File: src/rtl/uart_packet_tx_arbiter.sv
// Packet-granular round-robin arbiter feeding one UART TX stream; 1-cycle registered latency.
// Backpressure: the granted source sees ready only while the one-beat output register can take a beat.
package uart_packet_pkg;
    typedef struct packed {
        logic [7:0] Source;
        logic [7:0] Destination;
        logic [7:0] Length;
        logic       SoP;
        logic       EoP;
        logic [7:0] Data;
        logic       Valid;
    } uart_packet_t;
endpackage

module uart_packet_tx_arbiter
    import uart_packet_pkg::*;
#(
    parameter int N       = 2,
    parameter int TIMEOUT = 4096,
    localparam int GW     = (N > 1) ? $clog2(N) : 1
) (
    input  logic                 ipClk,
    input  logic                 ipReset,
    input  uart_packet_t [N-1:0] ipStream,
    output logic [N-1:0]         opReady,
    output uart_packet_t         opTxStream,
    input  logic                 ipTxReady,
    output logic [GW-1:0]        opGrant,
    output logic                 opBusy,
    output logic [7:0]           opDropCount,
    output logic [7:0]           opAbortCount
);
    localparam int WW = $clog2(TIMEOUT + 1);

    typedef enum logic {IDLE, LOCKED} state_t;

    state_t        state_q, state_d;
    uart_packet_t  tx_q, tx_d;
    logic [GW-1:0] grant_q, grant_d;
    logic [WW-1:0] wdog_q, wdog_d;
    logic [7:0]    drop_q, drop_d;
    logic [7:0]    abort_q, abort_d;

    logic [N-1:0]  sop_req, orphan;
    logic          found;
    logic [GW-1:0] pick, idx;
    logic [9:0]    drop_sum;
    logic          out_free, beat_xfer;
    uart_packet_t  gbeat;

    assign gbeat     = ipStream[grant_q];
    assign out_free  = ~tx_q.Valid | ipTxReady;
    assign beat_xfer = (state_q == LOCKED) & gbeat.Valid & out_free;

    // Round-robin scan starting just after the last grant, plus orphan tally for IDLE.
    always_comb begin
        found    = 1'b0;
        pick     = grant_q;
        idx      = '0;
        drop_sum = {2'b00, drop_q};
        for (int i = 0; i < N; i++) begin
            sop_req[i] = ipStream[i].Valid & ipStream[i].SoP;
            orphan[i]  = ipStream[i].Valid & ~ipStream[i].SoP;
            if (orphan[i]) drop_sum = drop_sum + 10'd1;
        end
        for (int k = 1; k <= N; k++) begin
            idx = GW'((int'(grant_q) + k) % N);
            if (!found && sop_req[idx]) begin
                found = 1'b1;
                pick  = idx;
            end
        end
    end

    always_ff @(posedge ipClk or negedge ipReset) begin
        if (!ipReset) begin
            state_q <= IDLE;
            tx_q    <= '0;
            grant_q <= GW'(N - 1);
            wdog_q  <= '0;
            drop_q  <= '0;
            abort_q <= '0;
        end else begin
            state_q <= state_d;
            tx_q    <= tx_d;
            grant_q <= grant_d;
            wdog_q  <= wdog_d;
            drop_q  <= drop_d;
            abort_q <= abort_d;
        end
    end

    always_comb begin
        state_d = state_q;
        grant_d = grant_q;
        wdog_d  = wdog_q;
        drop_d  = drop_q;
        abort_d = abort_q;
        tx_d    = tx_q;
        if (tx_q.Valid && ipTxReady) tx_d.Valid = 1'b0;
        case (state_q)
            IDLE: begin
                wdog_d = '0;
                drop_d = (drop_sum > 10'd255) ? 8'hFF : drop_sum[7:0];
                if (found) begin
                    grant_d = pick;
                    state_d = LOCKED;
                end
            end
            LOCKED: begin
                if (beat_xfer) begin
                    tx_d   = gbeat;
                    wdog_d = '0;
                    if (gbeat.EoP) state_d = IDLE;
                end else if (!gbeat.Valid) begin
                    // Only a silent source ages the watchdog; a downstream stall does not.
                    if (wdog_q == WW'(TIMEOUT - 1)) begin
                        wdog_d  = '0;
                        state_d = IDLE;
                        if (abort_q != 8'hFF) abort_d = abort_q + 8'd1;
                    end else begin
                        wdog_d = wdog_q + 1'b1;
                    end
                end
            end
            default: state_d = IDLE;
        endcase
    end

    always_comb begin
        opReady = '0;
        opBusy  = (state_q == LOCKED);
        if (state_q == IDLE) opReady = orphan;
        else                 opReady[grant_q] = out_free;
        if (!ipReset) opReady = '0;
    end

    assign opTxStream   = tx_q;
    assign opGrant      = grant_q;
    assign opDropCount  = drop_q;
    assign opAbortCount = abort_q;
endmodule

File: config.mk
export PLATFORM = sky130hd
export DESIGN_NAME = uart_packet_tx_arbiter
export DESIGN_NICKNAME = d
export VERILOG_FILES = /design/src/rtl/uart_packet_tx_arbiter.sv
export SDC_FILE = /design/constraint.sdc
export NUM_CORES = 1
export LEC_CHECK = 0
export ABC_CLOCK_PERIOD_IN_PS = 5700
export BUFFER_PORTS_ARGS = -buffer_cell sky130_fd_sc_hd__buf_2
export CORE_MARGIN = 1.5
export CORE_UTILIZATION = 30
export DETAILED_ROUTE_END_ITERATION = 8
export PLACE_DENSITY = 0.51
export SYNTH_ARGS = -nofsm -noshare
export SYNTH_HDL_FRONTEND = slang
export SYNTH_SLANG_ARGS = --single-unit
File: constraint.sdc
create_clock -name ipClk -period 5.7 [get_ports ipClk]
set_input_delay 0.57 -clock ipClk [delete_from_list [all_inputs] [get_ports ipClk]]
set_output_delay 0.57 -clock ipClk [all_outputs]
set_load 0.005 [all_outputs]
# Word level (Yosys, flattened, before mapping)
# Index checks and enable logic that the tools add are counted.
# totals
memories	0
word_cells	78
out_inout_bits	55
regBits	66
in_bits	73
latch_bits	0
ram_bits	0
rom_bits	0
# classes
n_mul	0
order_cmp	5
div	0
n_bitwise	14
mux	30
eq_ne	3
shift	0
reduce_logical	8
n_addsub	6
# op_table
operator	n
35-bit 2-to-1 mux	2
13-bit 2-to-1 mux	3
13-bit one-hot mux with 2 select lines	1
10-bit 2-to-1 mux	2
1-bit 2-to-1 mux	17
13-bit by 1-bit adder with 13-bit output (second input constant)	1
13-bit by 12-bit == test with 1-bit output (second input constant)	1
10-bit by 1-bit adder with 10-bit output (second input constant)	1
10-bit by 8-bit greater-than comparator with 1-bit output (second input constant)	1
8-bit by 1-bit adder with 9-bit output (second input constant)	1
8-bit by 1-bit adder with 8-bit output (second input constant)	1
8-bit 2-to-1 mux	1
8-bit != test (second input constant)	1
1-bit bitwise AND	6
1-bit by 2-bit < comparator with 1-bit output (second input constant)	3
1-bit inverter	6
5-bit AND reduction	1
2-bit 2-to-1 mux	2
1-bit logical AND	3
3-bit != test (second input constant)	1
3-bit AND reduction	1
1-bit adder (second input constant)	2
2-bit bitwise AND	1
1-bit one-hot mux with 2 select lines	1
other kinds (6)	6

# Logic depth before layout (Yosys ltp)
# logic_depth
word_depth	9
mapped_depth	8
ltp_nobuf	8

# Worst setup path before layout
# Ideal clock, no wire load.
# synth_timing
kind	input port to flip-flop
from	input ipStream[10] (netlist bit)
to	register drop_q[7] (netlist: opDropCount[7])
stages	7
arrival_ns	1.940
path_buffers	0
setup_time_ns	0.128
required_ns	5.572
slack_ns	3.632
cell_sequence	and2b_1 > mux2_2 > ha_1 > nand4_1 > or2_1 > nand3_1 > mux2_1
# synth_between
elab_chain_cells	7
# synth_rtl
item	line_no	rtl
start, declared	24	input uart_packet_t [N-1:0] ipStream,
1-bit inverter (*)	63	orphan[i] = ipStream[i].Valid & ~ipStream[i].SoP;
1-bit bitwise AND (*)	63	
10-bit 2-to-1 mux (*)	64	if (orphan[i]) drop_sum = drop_sum + 10'd1;
10-bit by 1-bit adder with 10-bit output	64	
10-bit 2-to-1 mux (*)	64	
10-bit by 8-bit greater-than comparator with 1-bit output	104	drop_d = (drop_sum > 10'd255) ? 8'hFF : drop_sum[7:0];
8-bit 2-to-1 mux (*)	104	
end signal, assigned	88	drop_q <= drop_d;
end, declared	41	logic [7:0] drop_q, drop_d;
# Mark *: on every way between the ends. The rest lies on a longest branch, timed or not.
# A chain may end at the register's enable or synchronous reset.

# Final worst setup path
# layout_timing
from	register grant_q (netlist: opGrant)
to	register tx_q, in the netlist opTxStream[15]
# layout_between
elab_chain_cells	5
# layout_rtl
item	line_no	rtl
start, declared	39	logic [GW-1:0] grant_q, grant_d;
start signal, assigned	79	grant_q <= GW'(N - 1);
start signal, assigned	86	grant_q <= grant_d;
35-bit 2-to-1 mux (not written as such) (*) (2 in series)	51	assign gbeat = ipStream[grant_q];
1-bit bitwise AND (2 in series)	53	assign beat_xfer = (state_q == LOCKED) & gbeat.Valid & out_free;
2-bit AND reduction (no line)	n/a	
end signal, assigned	85	tx_q <= tx_d;
end, declared	38	uart_packet_t tx_q, tx_d;
# Mark *: on every way between the ends. The rest lies on a longest branch, timed or not. The select of a mux whose other input is x is not followed.

==> reports/summary.txt <==
Post-Syn Area -> 3440 sq um
number of global-route vias before repair -> 2893
Synth Instances -> 350
CTS buffer count -> 9
via count -> 2930
Post-Place Setup Slack -> 2.53 ns
crit path DAT -> 3.32 ns
Worst R2R End -> opTxStream[15]
f_max -> 316 MHz
Setup WS post-layout -> 2.54 ns
Worst VDD drop -> 0.182 mV
I/O pin count -> 128
CP required -> 5.86 ns
GRT overflow -> 0
RR Startpoint -> opGrant
core footprint -> 11000 sq um
CTS resizes -> 0
Routed Antenna Nets -> 0
1st-pass router iterations -> 4
crit-path cells -> mux2i_2 -> nand2b_1 -> nand2b_2 -> o21ai_0
synth-to-layout area growth -> 31.5%
FFs w/ async S/R, synth -> 1.00
clock tree sinks -> 66
Synth Net Count -> 427
CTS tree -> yes
Residual DRC -> 0
Final #Nets -> 551
row count -> 38
ANT cells -> 0
clk_skew -> 0.00736 ns
setup violators final -> 0
Leak Pwr -> 0.00222 uW
number of buffer and inverter stages on the critical path -> 0
area of the die -> 12100 sq um
DR vias/cell -> 4.73
top-count cell post-synth -> dfrtp_1
Finished Layout Cells -> 619
worst min-delay path category -> input pin to async pin
layout cell share with drive strength beyond 1 -> 0.330
initial antenna violation count -> 0
Hold Slack -> 0.133 ns
Post-synth EDFFs -> 0
setup TNS -> 0 ns
Worst path top cell family by delay -> flip-flops
period utilisation layout -> 0.555
first-pass GRT wire length -> 13900 um
hold_buf cts -> 0
R2R setup slack -> 2.54 ns
Hold Vio Cnt, Final -> 0
post-synthesis register bit count -> 66
clock root buffer -> clkbuf_16
Die Height -> 110 um
initial core utilization -> 0.312
Die X -> 110 um
clock buffer depth -> 2
min Tclk post-route -> 3.16 ns
cells on worst reg2reg path -> 4
Slew @ Worst Pin -> 1.07 ns
Crit Path Max Fanout -> 68
largest net degree at the start of global routing -> 69
worst relative slew slack -> 0.280
final max-slew violation count -> 0
ys flop type -> dfrtp_1
H-tree depth -> 3
status -> finished clean
largest area contributor in the netlist -> dfrtp_1
Total GRT Usage -> 0.152
register area share after synthesis -> 0.480
yosys synthesis warning count -> 0
Pwr Density -> 445 nW/um^2
Routed Wire Length -> 8430 um
crit start category -> flip-flop
clk_lat worst skew -> 0.33 ns
placed cells -> 603
max-cap violation count -> 0
DRT iter0 DRCs -> 138
RSZ-0062 raised after global routing -> no
Syn Area/Cell -> 9.83 sq um
slowest stage cell, crit path -> dfstp_2
CP peak stage delay -> 1.24 ns
post-CTS setup buffer count -> 0
Layout fillers -> 1085
Crit Path Class -> flip-flop to flip-flop
Unique masters post-synth -> 52
top cells by area, synth -> dfrtp_1 47%, mux2i_1 10%, o21ai_0 7.9%
CP endpoint kind -> flip-flop
wire per inst -> 13.6 um
clock-pin slew on the worst setup and hold paths -> 0.06 ns
port bufs -> 127
Synth top cells by count -> 65 x dfrtp_1, 55 x nand2_1, 54 x o21ai_0, 35 x mux2i_1, 15 x nor2_1
final core utilization -> 0.410
cell depth of the worst setup path -> 4
post-synth top area share -> 0.473
DP HPWL -> 6300 um
Final Wtd Congestion -> 0.804
-- state kept, by name (all words and copies together) (netlist names) --
| signal | flops |
|---|---|
| opDropCount | 8 |
| opTxStream | 35 |
| opGrant | 1 |
| opAbortCount | 8 |
| wdog_q | 13 |
| opBusy | 1 |
-- layout by cell type (no fill, tap or decap), types with 2 or more instances in the layout --
master and n:
and3_1 5, xor2_1 8, mux2_2 2, xnor2_1 5, a21oi_1 3, nor3_1 2
o21ai_0 54, bufinv_16 2, nand3_1 7, nor2b_1 5, nand2_1 55, nor3b_1 2
inv_6 2, o21a_1 4, mux2i_1 35, nand3b_1 2, a22oi_1 2, ha_1 4
or2_2 2, o2111ai_1 2, a22o_1 3, o31ai_1 4, buf_2 127, nor2_1 15
nand2_2 2, clkinvlp_4 2, nand4_1 8, a31oi_1 5, dfrtp_1 65, and2_1 4
clkbuf_16 9, and2_0 2, nand2b_1 6
-- routing by layer --
| layer | routed length, um | global-route usage | vias to the layer above | share of wire |
|---|---|---|---|---|
| met5 | 0 | 0 | - | 0 |
| met4 | 181 | 0.0522 | 0 | 0.021 |
| met3 | 741 | 0.0606 | 16 | 0.088 |
| met2 | 3510 | 0.226 | 116 | 0.42 |
| met1 | 4000 | 0.200 | 1307 | 0.47 |
| li1 | - | - | 1491 | - |
-- cells by family (layout without fill, tap and decap cells) --
group,count (synthesis),count (layout),synth area share
flops,66,66,0.480
fa+ha+maj,4,4,0.0145
xor+xnor,13,13,0.0331
buf+inv,17,146,0.0204
compound gates,83,83,0.140
simple gates,128,128,0.196
mux,39,39,0.116
-- how the worst max path moves through the flow --
stage / slack (ns) / from / endpoint
after detailed placement: 2.53 / opGrant / opTxStream[15]
after floorplan: 3.63 / ipStream[10] / opDropCount[7]
final: 2.54 / opGrant / opTxStream[15]
after global placement: 2.67 / opGrant / opTxStream[17]
after CTS: 2.47 / opGrant / opTxStream[15]
after global routing: 2.15 / opGrant / opTxStream[15]
-- where the power goes --
group          switching, uW  total (uW)  leakage [uW]  internal [uW]
Clock                    215         601      0.000153            386
Sequential               166         786      0.000850            621
Combinational            322         627       0.00122            305
Total                    702        2010       0.00222           1310
-- stage by stage --
step	power (uW)	area, sq um
after CTS	2050	4530
final	2010	4530
after global routing	2180	4530
after global placement	1420	4200
after detailed placement	1440	4200
after floorplan	1150	3440
-- area by class of cell --
class	instances	area, sq um	area share
clock inverters	7	101	0.0224
multi-input cells	267	1720	0.380
inverters	2	7.51	0.00166
flip-flops and latches	66	1650	0.365
repair buffers	128	643	0.142
well taps	140	175	0.0387
clock buffers	9	225	0.0498
Note: power is estimated with default switching activity, not from simulation.
